## src/rtl/mmio_bus.sv

```systemverilog
// Data-side memory bus: routes MEM-stage accesses to the external synchronous RAM or to
// on-chip peripherals (UART transmitter with TX FIFO, free-running timer) at uniform 1-cycle read latency.
module mmio_bus #(
  parameter int CLKS_PER_BIT = 868,
  parameter int FIFO_DEPTH   = 8
) (
  input  logic        clk,
  input  logic        rst,
  input  logic        mem_rw,
  input  logic [31:0] mem_addr,
  input  logic [31:0] mem_wdata,
  output logic [31:0] mem_rdata,
  output logic        ram_we,
  output logic [31:0] ram_addr,
  output logic [31:0] ram_wdata,
  input  logic [31:0] ram_rdata,
  output logic        uart_tx
);

  localparam int AW = $clog2(FIFO_DEPTH);
  localparam int CW = $clog2(CLKS_PER_BIT);
  localparam logic [CW-1:0] CNT_MAX = CW'(CLKS_PER_BIT - 1);

  localparam logic [31:0] ADDR_UART_TX     = 32'h1000_0000;
  localparam logic [31:0] ADDR_UART_STATUS = 32'h1000_0004;
  localparam logic [31:0] ADDR_TIMER       = 32'h1000_0008;

  typedef enum logic [1:0] {
    ST_IDLE,
    ST_START,
    ST_DATA,
    ST_STOP
  } uart_state_e;

  typedef enum logic [1:0] {
    SEL_NONE,
    SEL_RAM,
    SEL_MMIO
  } rd_sel_e;

  // Address decode
  logic ram_hit, tx_hit, stat_hit, tmr_hit;

  assign ram_hit  = (mem_addr[31:28] == 4'h0);
  assign tx_hit   = (mem_addr == ADDR_UART_TX);
  assign stat_hit = (mem_addr == ADDR_UART_STATUS);
  assign tmr_hit  = (mem_addr == ADDR_TIMER);

  assign ram_we    = mem_rw & ram_hit & ~rst;
  assign ram_addr  = mem_addr;
  assign ram_wdata = mem_wdata;

  // Registers
  logic [7:0]    fifo_q [FIFO_DEPTH];
  logic [AW:0]   wr_ptr_q, wr_ptr_d;
  logic [AW:0]   rd_ptr_q, rd_ptr_d;
  logic          ovf_q, ovf_d;
  uart_state_e   state_q, state_d;
  logic [CW-1:0] cnt_q, cnt_d;
  logic [2:0]    bit_idx_q, bit_idx_d;
  logic [7:0]    shift_q, shift_d;
  logic          tx_q, tx_d;
  logic [31:0]   timer_q, timer_d;
  rd_sel_e       sel_q, sel_d;
  logic [31:0]   rdata_q, rdata_d;

  logic fifo_empty, fifo_full, pop, push_req, push_ok, busy;
  logic [3:0] status;

  // The extra pointer MSB tells a full buffer apart from an empty one.
  assign fifo_empty = (wr_ptr_q == rd_ptr_q);
  assign fifo_full  = (wr_ptr_q[AW-1:0] == rd_ptr_q[AW-1:0]) && (wr_ptr_q[AW] != rd_ptr_q[AW]);
  assign busy       = (state_q != ST_IDLE);
  assign status     = {ovf_q, busy, fifo_full, fifo_empty};

  // UART transmitter FSM
  always_comb begin
    state_d   = state_q;
    cnt_d     = cnt_q;
    bit_idx_d = bit_idx_q;
    shift_d   = shift_q;
    pop       = 1'b0;
    case (state_q)
      ST_IDLE: begin
        if (!fifo_empty) begin
          pop     = 1'b1;
          shift_d = fifo_q[rd_ptr_q[AW-1:0]];
          cnt_d   = CNT_MAX;
          state_d = ST_START;
        end
      end
      ST_START: begin
        if (cnt_q == '0) begin
          cnt_d     = CNT_MAX;
          bit_idx_d = 3'd0;
          state_d   = ST_DATA;
        end else begin
          cnt_d = cnt_q - CW'(1);
        end
      end
      ST_DATA: begin
        if (cnt_q == '0) begin
          cnt_d   = CNT_MAX;
          shift_d = shift_q >> 1;
          if (bit_idx_q == 3'd7) begin
            state_d = ST_STOP;
          end else begin
            bit_idx_d = bit_idx_q + 3'd1;
          end
        end else begin
          cnt_d = cnt_q - CW'(1);
        end
      end
      ST_STOP: begin
        if (cnt_q == '0) begin
          // Chain straight into the next start bit when more data is queued.
          if (!fifo_empty) begin
            pop     = 1'b1;
            shift_d = fifo_q[rd_ptr_q[AW-1:0]];
            cnt_d   = CNT_MAX;
            state_d = ST_START;
          end else begin
            state_d = ST_IDLE;
          end
        end else begin
          cnt_d = cnt_q - CW'(1);
        end
      end
      default: state_d = ST_IDLE;
    endcase

    case (state_d)
      ST_START: tx_d = 1'b0;
      ST_DATA:  tx_d = shift_d[0];
      default:  tx_d = 1'b1;
    endcase
  end

  // FIFO pointers, overflow flag, timer and read path
  always_comb begin
    push_req = mem_rw & tx_hit;
    push_ok  = push_req & (~fifo_full | pop);
    wr_ptr_d = wr_ptr_q + (AW+1)'(push_ok);
    rd_ptr_d = rd_ptr_q + (AW+1)'(pop);

    ovf_d = ovf_q;
    if (mem_rw && stat_hit) begin
      ovf_d = 1'b0;
    end else if (push_req && !push_ok) begin
      ovf_d = 1'b1;
    end

    timer_d = (mem_rw && tmr_hit) ? mem_wdata : timer_q + 32'd1;

    // A timer read returns the value the timer takes at this edge, so a read right after a load sees load+1.
    sel_d   = SEL_NONE;
    rdata_d = 32'd0;
    if (!mem_rw) begin
      if (ram_hit) begin
        sel_d = SEL_RAM;
      end else begin
        sel_d = SEL_MMIO;
        if (stat_hit) begin
          rdata_d = {28'd0, status};
        end else if (tmr_hit) begin
          rdata_d = timer_d;
        end
      end
    end
  end

  always_ff @(posedge clk) begin
    if (rst) begin
      wr_ptr_q  <= '0;
      rd_ptr_q  <= '0;
      ovf_q     <= 1'b0;
      state_q   <= ST_IDLE;
      cnt_q     <= '0;
      bit_idx_q <= 3'd0;
      shift_q   <= 8'd0;
      tx_q      <= 1'b1;
      timer_q   <= 32'd0;
      sel_q     <= SEL_NONE;
      rdata_q   <= 32'd0;
    end else begin
      wr_ptr_q  <= wr_ptr_d;
      rd_ptr_q  <= rd_ptr_d;
      ovf_q     <= ovf_d;
      state_q   <= state_d;
      cnt_q     <= cnt_d;
      bit_idx_q <= bit_idx_d;
      shift_q   <= shift_d;
      tx_q      <= tx_d;
      timer_q   <= timer_d;
      sel_q     <= sel_d;
      rdata_q   <= rdata_d;
    end
  end

  always_ff @(posedge clk) begin
    if (!rst && push_ok) begin
      fifo_q[wr_ptr_q[AW-1:0]] <= mem_wdata[7:0];
    end
  end

  assign mem_rdata = (sel_q == SEL_RAM) ? ram_rdata : rdata_q;
  assign uart_tx   = tx_q;

endmodule

```

## config.mk

```make
export PLATFORM = sky130hd
export DESIGN_NAME = mmio_bus
export DESIGN_NICKNAME = d
export VERILOG_FILES = /design/src/rtl/mmio_bus.sv
export SDC_FILE = /design/constraint.sdc
export NUM_CORES = 1
export LEC_CHECK = 0
export CORE_MARGIN = 5
export CORE_UTILIZATION = 53
export CTS_CLUSTER_DIAMETER = 80
export DETAILED_ROUTE_END_ITERATION = 7
export PLACE_DENSITY = 0.86
export SYNTH_ARGS = -nofsm -noshare
export SYNTH_HDL_FRONTEND = slang
export SYNTH_SLANG_ARGS = --single-unit
```

## constraint.sdc

```tcl
create_clock -name clk -period 5.2 [get_ports clk]
set_input_delay 0.78 -clock clk [delete_from_list [all_inputs] [get_ports clk]]
set_output_delay 0.78 -clock clk [all_outputs]
set_load 0.02 [all_outputs]
```

# After elaboration in Yosys (flattened, before gate mapping)
# Memory sizes are Yosys's and may differ from the RTL's. A register that Yosys moved wholly into a read port is not among the register bits.
# Index checks and enable logic that the tools add are counted.
[classes]
eq_ne = 17
muxes = 31
n_bitwise = 8
reduce_logical = 20
n_addsub = 5
[ops]
columns = ["operator", "count"]
rows = [
  ["== test 32 x 29 -> 1 bit (second input constant)", 3],
  ["2-to-1 mux 32 bit", 2],
  ["adder 32 x 1 -> 32 bit (second input constant)", 1],
  ["2-to-1 mux 10 bit", 3],
  ["case mux 10 bit (3 select lines)", 1],
  ["2-to-1 mux 8 bit", 3],
  ["case mux 8 bit (3 select lines)", 1],
  ["2-to-1 mux 2 bit", 6],
  ["2-to-1 mux 3 bit", 4],
  ["zero test 10 bit", 1],
  ["subtractor 10 x 1 -> 10 bit (second input constant)", 1],
  ["adder 4 x 1 -> 4 bit", 2],
  ["2-to-1 mux 4 bit", 2],
  ["!= test 2 bit (second input constant)", 4],
  ["case mux 2 bit (4 select lines)", 1],
  ["== test 2 x 1 -> 1 bit (second input constant)", 3],
  ["== test 2 bit (second input constant)", 3],
  ["case mux 3 bit (2 select lines)", 1],
  ["OR reduction 2 bit", 3],
  ["logical AND 1 bit", 5],
  ["2-to-1 mux 1 bit", 5],
  ["OR reduction 5 bit", 1],
  ["AND 1 bit", 4],
  ["== test 4 bit", 1],
  ["other kinds (15)", 20],
]
[word_totals]
inputBits = 99
wordCells = 95
mem_bits_rw = 64
n_memories = 1
regBits = 99
[mem_list]
columns = ["memory", "depth", "width", "rd", "rd_clocked_by_memory_dff", "write_ports", "line", "rtl"]
rows = [
  ["fifo_q", 8, 8, 1, 1, 1, "54", "logic [7:0] fifo_q [FIFO_DEPTH];"],
]

# Logic depth before layout (Yosys ltp)
# Gate-level depths: netlist of run 1.
[logic_depth]
ltp_word = 9
depth_mapped = 10
depth_no_buf = 10

# Least setup slack after synthesis of run 1
# No wires, ideal clock.
[synth_timing]
path_type = "in2reg"
start = "in mem_addr[29]"
end = "mem fifo_q[0][0] (enable)"
path_stages = 6
setup_ns = 0.383
path_slack_ns = 1.896
arrival_ns = 2.921
path_cell_list = "or3_1 > or4_4 > nor4_4 > nor4b_4 > nand2_1 > nor3_1"
[synth_via]
elab_chain_len = 6
[synth_lines]
columns = ["item", "line", "rtl"]
rows = [
  ["start: declaration", "10", "input logic [31:0] mem_addr,"],
  ["== test 32 x 29 -> 1 bit", "45", "assign tx_hit = (mem_addr == ADDR_UART_TX);"],
  ["AND 1 bit", "141", "push_req = mem_rw & tx_hit;"],
  ["AND 1 bit", "142", "push_ok = push_req & (~fifo_full | pop);"],
  ["logical AND 1 bit", "201", "if (!rst && push_ok) begin"],
  ["2-to-1 mux 1 bit", "201", ""],
  ["2-to-1 mux 1 bit (implied by the code)", "202", "fifo_q[wr_ptr_q[AW-1:0]] <= mem_wdata[7:0];"],
  ["end: declaration", "54", ""],
]
# No other way between the ends.

# Final worst setup path of run 1
[layout_timing]
start = "in mem_addr[29]"
end = "reg rdata_q[22]"
[layout_via]
elab_chain_len = 3
[layout_lines]
columns = ["item", "line", "rtl"]
rows = [
  ["== test 32 x 29 -> 1 bit", "47", "assign tmr_hit = (mem_addr == ADDR_TIMER);"],
  ["inverter 1 bit (no source line) / logical AND 1 bit (equally long branches)", "-", ""],
  ["OR reduction 5 bit (no source line) / 2-to-1 mux 32 bit (equally long branches)", "-", ""],
  ["end signal: assignment", "196", "rdata_q <= rdata_d;"],
  ["end: declaration", "65", "logic [31:0] rdata_q, rdata_d;"],
]
# Several ways; a longest one is shown, not always the timed one.
# A chain may end at the register's enable or synchronous reset.

==> impl_results.md, run 1 <==
* Run status: finished clean
* I/O pin count at a little under 200
* Worst flop-to-flop path startpoint: rd_ptr_q[1]
* Combined area of all synthesized cells at 7840 µm²
* Top-area cell type share of the netlist area at 25.3%
* Max-capacitance violation count at 0
* Total power per unit cell area at 307 nW/µm²
* Upper clock frequency limit at 278 MHz
* Kind of end point of the critical path: flop
* Number of nets at the end of the flow at between 900 and 1k
* Post-layout power at approximately 0.003 W
* Final global-route overflow total at 0
* Clock latency of the later-clocked register in the worst-skew pair at 430 ps
* Data arrival time of the worst path at 3870 ps
* Lkg Pwr at 3.68 nW
* Wire length per cell after detailed routing at roughly 18 µm
* Syn Area/Cell at approximately 11 µm²
* Clock sink count at 163
* Data required, critical path at 5470 ps
* Number of synthesized flops with an enable pin at 64
* Number of hold buffers added after cts at 0
* Path type of the worst min-delay path: flop to flop
* Total negative slack for setup checks at 0 ps
* HP Start: bit_idx_q[2]
* Tcrit/Tclk final at slightly below 70%
* Clk buf depth at 2
* DRC violations left at 0
* Net Switching at 0.000826 W
* Async set or reset register ratio after synthesis at 0%
* H-tree level count at 4
* Finished layout cell area at 10,000 µm²
* Layout cell share with drive strength beyond 1 at 11.4%
* Number of synthesized register bits at 163
* Number of hold violations in the final report at 0
* Post-route minimum period at around 3600 ps
* Reg2Reg Setup Slack at 1790 ps
* Switching share of total power at between 20 and 30%
* Placer Congestion at 0.824
* Total iterations of the first detailed-routing run at 4
* Instance count along the most critical hold path at 2
* Ys Warns at 0
* Post-detailed-placement cell area at 9440 µm²
* Largest cells by area after synthesis: sky130_fd_sc_hd__dfxtp_1, sky130_fd_sc_hd__edfxtp_1, sky130_fd_sc_hd__buf_4, sky130_fd_sc_hd__nor2_1, sky130_fd_sc_hd__mux2_2
* TritonCTS clock tree: done
* Tightest Pin Transition at 1160 ps
* Hold endpoint: bit_idx_q[2]
* Port Buffers at 196
* R2R Path End: fifo_q[5][3]
* Vias per cell at 5.68
* Share of the yosys chip area belonging to registers at 49.8%
* Peak supply drop at 0.271 mV
* # Post-CTS Setup Buffers at 0
* Placed cells at between 1k and 1.5k
* Starting density of the core at 53.9%
* Number of global-route vias before repair at about 6k
* Peak fanout along the critical path at 38
* Largest net degree at the start of global routing at 47
* Max Transition Viols Final at 0
* Worst reg2reg path depth at 6
* Vias after detailed routing at roughly 5.9k
* Total internal power at ~0.0022 W
* Most used standard cell by instance count after synthesis: sky130_fd_sc_hd__nor2_1
* Total half-perimeter wirelength after legalization and detailed placement at 13.6 mm
* Root Buffer: sky130_fd_sc_hd__clkbuf_16
* Maximum clock skew at final layout at approximately 8.5 ps
* Commonest cells in the synthesized netlist: sky130_fd_sc_hd__nor2_1, sky130_fd_sc_hd__dfxtp_1, sky130_fd_sc_hd__buf_4, sky130_fd_sc_hd__edfxtp_1
* Area enclosed by the die boundary at approximately 17,000 µm²
* Starting DRT DRC Count at 489
* RSZ-0062 raised after global routing: false
* Total routing usage reported by global routing at 21.4%
* Number of instances resized during post-cts repair at 0
* Clock network power share at 39.1%
* Number of non-filler instances in the completed layout at 1,038
* First-pass GRT wire length at between 30 and 40 mm
* Number of buffers inserted during clock tree synthesis at 17
* Instance count of the mapped netlist at 717
* Post-Route WL at 18.9 mm
* Area taken by multi-input logic gates at approximately 3300 µm²
* Sequential share of power at around 45%
* Type of origin of the critical path: input port
* Number of placement rows at 44
* Antenna violations before repair at 0
* Cell variety after synth at 62
* Worst hold slack at 457 ps
* Clock transition time at the flip-flop clock pins of the worst setup and hold paths at 70 ps
* # fillers at 1,064
* Type of the worst setup path: input port to flop
* Worst slew slack as a fraction of its limit at 22.3%
* Top_reg_cell synth: sky130_fd_sc_hd__dfxtp_1
* Number of diodes at 0
* Area added between synthesis and finish at 27.7%
* Overall die height at 132 µm
* Post-DRT Antenna Nets at 0
* Portion of total power attributed to combinational logic at 16.4%
* Core region area at 14,500 µm²
* Post-synth top area cell: sky130_fd_sc_hd__dfxtp_1
* Final setup fails at 0
* Net Count, Synth at 829
* Width of the chip at 132 µm
* Register Area at 3900 µm²
## sequential cells by signal (all words and copies together), names as in the netlist
signal	cells
rdata_q	32
bit_idx_q	3
cnt_q	10
wr_ptr_q	4
shift_q	8
uart_tx	1
state_q	2
fifo_q	64
sel_q	2
rd_ptr_q	4
timer_q	32
ovf_q	1
## power groups by stage
stage	clock network (W)	logic (W)	registers [W]
4_1_cts	0.00121	0.000505	0.00137
5_1_grt	0.00128	0.000549	0.00137
3_5_place_dp	0	0.000502	0.00139
2_1_floorplan	0	0.000325	0.00139
3_3_place_gp	0	0.000496	0.00139
6_report	0.00120	0.000504	0.00137
## stage by stage
step                utilization (%)  worst slack (ps)
floorplan                         -              1900
global placement               65.0              1290
detailed placement             65.0              1150
CTS                            68.9              1590
global route                   68.9              1510
finish                         68.9              1600
## worst max path at each step
| stage | startpoint | end | slack [ps] | cells past startpoint |
|---|---|---|---|---|
| finish | mem_addr[29] | rdata_q[22] | 1600 | 7 |
| global route | mem_addr[29] | fifo_q[5][6] | 1510 | 7 |
| floorplan | mem_addr[29] | fifo_q[0][0] | 1900 | 6 |
| CTS | mem_addr[28] | fifo_q[7][5] | 1590 | 7 |
| detailed placement | mem_addr[28] | fifo_q[7][6] | 1150 | 7 |
| global placement | mem_addr[29] | rdata_q[22] | 1290 | 7 |
## layer usage
metal  up-vias  global-route usage, %  wire, µm
li1       2782                      -         -
met1      2857                   26.0      7680
met2       231                   37.5      9680
met3        21                   5.81      1320
met4         0                   6.06       233
met5         -                      0         0
## final cells by class
class / instances / area share (%)
Clock inverter: 15 / 1.44
Tap cell: 184 / 2.30
Inverter: 13 / 0.488
Timing Repair Buffer: 200 / 19.9
Sequential cell: 163 / 39.0
Multi-Input combinational cell: 446 / 32.7
Clock buffer: 17 / 4.25
## cells by family after synthesis
logic type                 after synthesis  share of synthesized area (%)
AOI/OAI and AO/OA                       71                           6.02
xor gates and xnor gates                38                           4.25
adders and majority gates               13                           2.08
buffers and inverters                  108                           8.57
DFF                                    163                           49.8
muxes                                   82                           13.6
and+or+nand+nor                        242                           15.7
## worst max-delay path, cell delays in order
cell	delay [ps]
sky130_fd_sc_hd__clkdlybuf4s50_1	410
sky130_fd_sc_hd__or3_1	380
sky130_fd_sc_hd__or4_4	440
sky130_fd_sc_hd__nor4_4	460
sky130_fd_sc_hd__nand2_2	710
sky130_fd_sc_hd__mux2_2	520
sky130_fd_sc_hd__nor2b_1	140
## layout by cell type, fill, tap and decap left out, drive strengths merged, types with 21 or more instances in the layout
master	instances
nor3	21
mux2	33
clkdlybuf4s50	195
a21oi	22
dfxtp	99
nand2	27
xnor2	25
mux2i	33
nor2	102
edfxtp	64
Note: power is estimated with default switching activity, not from simulation.
==> run 2: changes to the inputs <==
--- a/config.mk
+++ b/config.mk
@@ -6,10 +6,10 @@
 export NUM_CORES = 1
 export LEC_CHECK = 0
 export CORE_MARGIN = 5
-export CORE_UTILIZATION = 53
+export CORE_UTILIZATION = 50
 export CTS_CLUSTER_DIAMETER = 80
 export DETAILED_ROUTE_END_ITERATION = 7
-export PLACE_DENSITY = 0.86
+export PLACE_DENSITY = 0.82
 export SYNTH_ARGS = -nofsm -noshare
 export SYNTH_HDL_FRONTEND = slang
 export SYNTH_SLANG_ARGS = --single-unit
==> constraint.sdc (replaced) <==
create_clock -name clk -period 3.5 [get_ports clk]
set_input_delay 0.525 -clock clk [delete_from_list [all_inputs] [get_ports clk]]
set_output_delay 0.525 -clock clk [all_outputs]
set_load 0.02 [all_outputs]
==> run 2 against run 1 <==
Compared with the run above:
- count of clock-buffer cells in the layout is 5 higher
- die area rose by 5.5%
- wire length up 3.6%
- largest power group unchanged
==> impl_results.md, run 2 (synthesis results as in run 1) <==
* Wire length per cell after detailed routing at 18.1 µm
* Kind of end point of the critical path: primary output
* Starting density of the core at 51.2%
* Total negative slack for setup checks at 0 ps
* Max-capacitance violation count at 0
* Clock latency of the later-clocked register in the worst-skew pair at about 430 ps
* Post-DRT Antenna Nets at 0
* Number of instances resized during post-cts repair at 0
* Max Transition Viols Final at 0
* Port Buffers at 196
* Total routing usage reported by global routing at 21.2%
* Path type of the worst min-delay path: input port to flop
* Peak fanout along the critical path at 3
* Number of diodes at 0
* Finished layout cell area at between 10,000 and 15,000 µm²
* Worst reg2reg path depth at 9
* Worst flop-to-flop path startpoint: cnt_q[0]
* Post-detailed-placement cell area at just under 10,000 µm²
* Number of placement rows at 45
* Clk buf depth at 2
* Sequence of cells on the critical path: clkdlybuf4s50_1, or3_1, or2_2, nor3_1, clkdlybuf4s50_1
* Post-Route WL at 19.6 mm
* Most used cells in the layout excluding fill and tap cells: sky130_fd_sc_hd__clkdlybuf4s50_1, sky130_fd_sc_hd__nor2_1, sky130_fd_sc_hd__dfxtp_1, sky130_fd_sc_hd__edfxtp_1
* Placer Congestion at roughly 0.83
* First-pass GRT wire length at 30.2 mm
* Total iterations of the first detailed-routing run at 5
* Post-route minimum period at 2980 ps
* H-tree level count at 4
* Maximum clock skew at final layout at 9.42 ps
* Area enclosed by the die boundary at roughly 18,000 µm²
* Number of hold violations in the final report at 0
* RSZ-0062 raised after global routing: false
* Clock sink count at 163
* Tcrit/Tclk final at approximately 85%
* Crit path top cell by count: sky130_fd_sc_hd__clkdlybuf4s50_1
* Starting DRT DRC Count at roughly 480
* Type of origin of the critical path: input port
* Core region area at 15,300 µm²
* I/O pin count at 197
* Final setup fails at 0
* Width of the chip at 135 µm
* Worst path top cell family by delay: buffers and inverters
* Layout cell share with drive strength beyond 1 at ~13%
* Vias per cell at 5.48
* Type of the worst setup path: input port to primary output
* Worst stage delay on the critical path at 640 ps
* Tightest Pin Transition at a little over 800 ps
* Flip-flop count of the largest register after layout at 64
* HP Start: rst
* Clock transition time at the flip-flop clock pins of the worst setup and hold paths at 60 ps
* TritonCTS clock tree: done
* Peak supply drop at 0.429 mV
* # Post-CTS Setup Buffers at 0
* Upper clock frequency limit at 335 MHz
* Run status: finished clean
* Instance count along the most critical hold path at 2
* R2R Path End: fifo_q[1][7]
* Area added between synthesis and finish at 30.2%
* Total half-perimeter wirelength after legalization and detailed placement at 14.4 mm
* Overall die height at 135 µm
* Lkg Pwr at 3.79 nW
* Total power per unit cell area at 452 nW/µm²
* Root Buffer: sky130_fd_sc_hd__clkbuf_16
* Number of hold buffers added after cts at 0
* Most common cell after layout, fill and taps aside: sky130_fd_sc_hd__clkdlybuf4s50_1
* Antenna violations before repair at 0
* Number of global-route vias before repair at slightly below 6k
* Worst slew slack as a fraction of its limit at 45.0%
* Data required, critical path at ~3000 ps
* Number of buffers inserted during clock tree synthesis at 17
* Vias after detailed routing at 5,925
* Critical path buffer and inverter count at 2
* Hold endpoint: shift_q[0]
* Number of nets at the end of the flow at 970
* Placed cells at 1,050
* Critical path's slowest cell: sky130_fd_sc_hd__clkdlybuf4s50_1
* Data arrival time of the worst path at 2460 ps
* DRC violations left at 0
* Reg2Reg Setup Slack at 800 ps
* Number of non-filler instances in the completed layout at 1,082
* Final global-route overflow total at 0
* Largest net degree at the start of global routing at 39
## run 2: cell types whose count changed in the layout (fill, tap and decap cells not counted)
cell / change
sky130_fd_sc_hd__buf_12: +1
sky130_fd_sc_hd__buf_4: +16
sky130_fd_sc_hd__clkbuf_1: +1
sky130_fd_sc_hd__clkbuf_16: +1
sky130_fd_sc_hd__clkbuf_8: +3
sky130_fd_sc_hd__clkinv_2: +1
sky130_fd_sc_hd__clkinv_4: +1
sky130_fd_sc_hd__clkinvlp_2: -1
sky130_fd_sc_hd__clkinvlp_4: -1
sky130_fd_sc_hd__inv_4: +1
sky130_fd_sc_hd__inv_6: -5
sky130_fd_sc_hd__inv_8: -1
## run 2: where the power goes
part | internal [W] | switching [W] | total [W]
Clock | 0.00108 | 0.000743 | 0.00182
Sequential | 0.00200 | 0.0000306 | 0.00203
Combinational | 0.000347 | 0.000414 | 0.000761
## run 2: worst max-delay path by stage
stage | startpoint | to | slack, ps | depth (start not counted)
finish | mem_addr[29] | ram_we | 520 | 5
global route | mem_addr[29] | ram_we | 400 | 5
CTS | mem_addr[29] | ram_we | 480 | 5
detailed placement | mem_addr[29] | fifo_q[1][3] | 220 | 8
global placement | mem_addr[29] | fifo_q[1][3] | 260 | 8
floorplan | mem_addr[29] | fifo_q[0][0] | 450 | 6
## run 2: layout make-up
type,count,area [µm²]
inverters,13,48.8
clock inverters,10,96.3
repair buffers,217,2130
fillers,1162,5110
well taps,211,264
multi-input cells,446,3270
clock buffers,22,495
flip-flops and latches,163,3900
## run 2: stage by stage
step                util, %  setup slack (ps)  hold slack (ps)  power [W]
global route           66.6               396              449    0.00479
detailed placement     62.8               220              455    0.00283
CTS                    66.6               475              422    0.00464
floorplan                 -               451              429    0.00255
finish                 66.6               516              437    0.00462
global placement       62.8               264              444    0.00282
## run 2: per-layer routing
layer	up-vias	track usage [%]	part of all wire, %
met5	-	0	0
met4	0	5.99	1.2
met3	17	5.57	8.8
met2	288	36.3	50
met1	2808	26.6	40
li1	2812	-	-
==> run 3: changes to the inputs <==
--- a/config.mk
+++ b/config.mk
@@ -9,7 +9,8 @@
 export CORE_UTILIZATION = 50
 export CTS_CLUSTER_DIAMETER = 80
 export DETAILED_ROUTE_END_ITERATION = 7
-export PLACE_DENSITY = 0.82
+export PLACE_DENSITY = 0.81
+export SLEW_MARGIN = 20
 export SYNTH_ARGS = -nofsm -noshare
 export SYNTH_HDL_FRONTEND = slang
 export SYNTH_SLANG_ARGS = --single-unit
==> run 3 against run 2 <==
Compared with the run above:
- count of clock-buffer cells in the layout decreased by 4
- via count decreased by 0.62%
- first-iteration DRC count increased by 0.84%
- clock power increased by 4%
- non-clock buffer count increased by 2
- hold slack improved by 16 ps
- global-route usage decreased by 0.076 points
- utilization increased by 0.20 points
- worst setup slack got worse by 150 ps
- die area unchanged
- flip-flop and latch count unchanged
==> impl_results.md, run 3 (synthesis results as in run 1) <==
* Wire length per cell after detailed routing at ~18 µm
* Type of origin of the critical path: input port
* Lkg Pwr at 3.80 nW
* Run status: finished clean
* Path type of the worst min-delay path: flop to flop
* First-pass GRT wire length at just over 30 mm
* Most used cells in the layout excluding fill and tap cells: sky130_fd_sc_hd__clkdlybuf4s50_1, sky130_fd_sc_hd__nor2_1, sky130_fd_sc_hd__dfxtp_1, sky130_fd_sc_hd__edfxtp_1
* Peak supply drop at 0.388 mV
* Finished layout cell area at about 10,000 µm²
* Max Transition Viols Final at 0
* Post-Route WL at approximately 19 mm
* Final setup fails at 0
* Largest net degree at the start of global routing at 40
* Vias per cell at 5.43
* Data arrival time of the worst path at 2600 ps
* Width of the chip at 135 µm
* Sequential share of power at 43.3%
* Met2 layer wire length in the routed design at 9.53 mm
* Tcrit/Tclk final at 89.4%
* Portion of total power attributed to combinational logic at 16.3%
* Total routing usage reported by global routing at approximately a fifth
* H-tree level count at 4
* Port Buffers at between 150 and 200
* Number of diodes at 0
* Data required, critical path at 2970 ps
* Overall die height at roughly 140 µm
* Starting density of the core at between 50% and 60%
* # fillers at 1,174
* Maximum clock skew at final layout at 19.2 ps
* Clock sink count at 163
* Core region area at 15,300 µm²
* # Post-CTS Setup Buffers at 0
* Final global-route overflow total at 0
* Number of nets at the end of the flow at ~970
* Total half-perimeter wirelength after legalization and detailed placement at 14.3 mm
* Total power per unit cell area at 458 nW/µm²
* Flip-flop count of the largest register after layout at 64
* Area enclosed by the die boundary at 18,300 µm²
* Worst slew slack as a fraction of its limit at 40.8%
* Root Buffer: sky130_fd_sc_hd__clkbuf_16
* Number of buffers inserted during clock tree synthesis at 17
* Detail Route met3 WL at 1.60 mm
* Tightest Pin Transition at between 800 and 900 ps
* Layout cell share with drive strength beyond 1 at a little over an eighth
* Number of hold buffers added after cts at 0
* Placer Congestion at 0.821
* Peak fanout along the critical path at 3
* TritonCTS clock tree: done
* DRC violations left at 0
* Number of global-route vias before repair at 5,854
* Area added between synthesis and finish at 30.6%
* Post-layout power at 0.00469 W
* Clk buf depth at 2
* Type of the worst setup path: input port to primary output
* Worst stage delay on the critical path at 670 ps
* Clock latency of the later-clocked register in the worst-skew pair at 430 ps
* Kind of end point of the critical path: primary output
* Met1 WL at around 8.1 mm
* Total negative slack for setup checks at 0 ps
* Switching share of total power at 25.8%
* Crit path top cell by count: sky130_fd_sc_hd__clkdlybuf4s50_1
* Max-capacitance violation count at 0
* Top routing layer in use: met4
* Post-DRT Antenna Nets at 0
* Vias after detailed routing at 5,888
* Post-layout util at 66.8%
* I/O pin count at 197
* Post-detailed-placement cell area at 9630 µm²
* Starting DRT DRC Count at 482
* Clock transition time at the flip-flop clock pins of the worst setup and hold paths at 60 ps
* Number of placement rows at between 40 and 50
* Upper clock frequency limit at 320 MHz
* Post-route minimum period at 3130 ps
* Number of hold violations in the final report at 0
* Net Switching at 0.00121 W
* Sequence of cells on the critical path: clkdlybuf4s50_1, or3_1, or2_2, nor3_1, clkdlybuf4s50_1
* Clock network power share at 40.4%
* Critical path buffer and inverter count at 2
* RSZ-0062 raised after global routing: false
* Number of instances resized during post-cts repair at 0
* Total iterations of the first detailed-routing run at 5
* Worst path top cell family by delay: buffers and inverters
* Critical path's slowest cell: sky130_fd_sc_hd__clkdlybuf4s50_1
* Most common cell after layout, fill and taps aside: sky130_fd_sc_hd__clkdlybuf4s50_1
* Total internal power at 0.00348 W
* Antenna violations before repair at 0
## run 3: cell types whose count changed in the layout (fill, tap and decap cells not counted), sizes merged
| cell | change |
|---|---|
| buf | +2 |
| bufinv | +2 |
| clkbuf | -4 |
| clkinv | -1 |
| clkinvlp | +2 |
| inv | +1 |
## run 3: per-layer routing
layer / track usage [%] / up-vias
li1: - / 2816
met1: 27.0 / 2802
met2: 35.3 / 255
met3: 5.87 / 15
met4: 6.05 / 0
met5: 0 / -
## run 3: worst paths after layout
check | startpoint | to | slack, ps | cells after the start
max | mem_addr[29] | ram_we | 370 | 5
min | bit_idx_q[2] | bit_idx_q[2] | 450 | 2
max reg2reg | cnt_q[0] | fifo_q[0][0] | 840 | 9
min reg2reg | bit_idx_q[2] | bit_idx_q[2] | 450 | 2
## run 3: worst min-delay path, delay by kind of cell, from the launching register on
family           cells  cell delay, ps
flip-flops           1             310
AND/OR/NAND/NOR      1              50
AO/OA/AOI/OAI        1              50
## run 3: metrics by stage
step / hold slack (ps) / instances / worst slack [ps]
2_1_floorplan: 429 / 717 / 451
3_3_place_gp: 445 / 1052 / 283
3_5_place_dp: 450 / 1052 / 263
4_1_cts: 459 / 1084 / 288
5_1_grt: 482 / 1084 / 251
6_report: 454 / 1084 / 371
## run 3: layout make-up
cell class              count  area (µm²)  area share, %
clock buffers              18         429           4.19
clock inverters            14         179           1.75
inverters                  13        48.8          0.477
multi-input cells         446        3270           31.9
flip-flops and latches    163        3900           38.1
well taps                 211         264           2.58
repair buffers            219        2140           20.9
## run 3: power by group through the flow
stage / combinational, W / sequential (W) / clock, W
after floorplan: 0.000482 / 0.00207 / 0
after global placement: 0.000749 / 0.00207 / 0
after detailed placement: 0.000756 / 0.00207 / 0
after CTS: 0.000764 / 0.00203 / 0.00191
after global routing: 0.000837 / 0.00204 / 0.00199
final: 0.000764 / 0.00203 / 0.00190
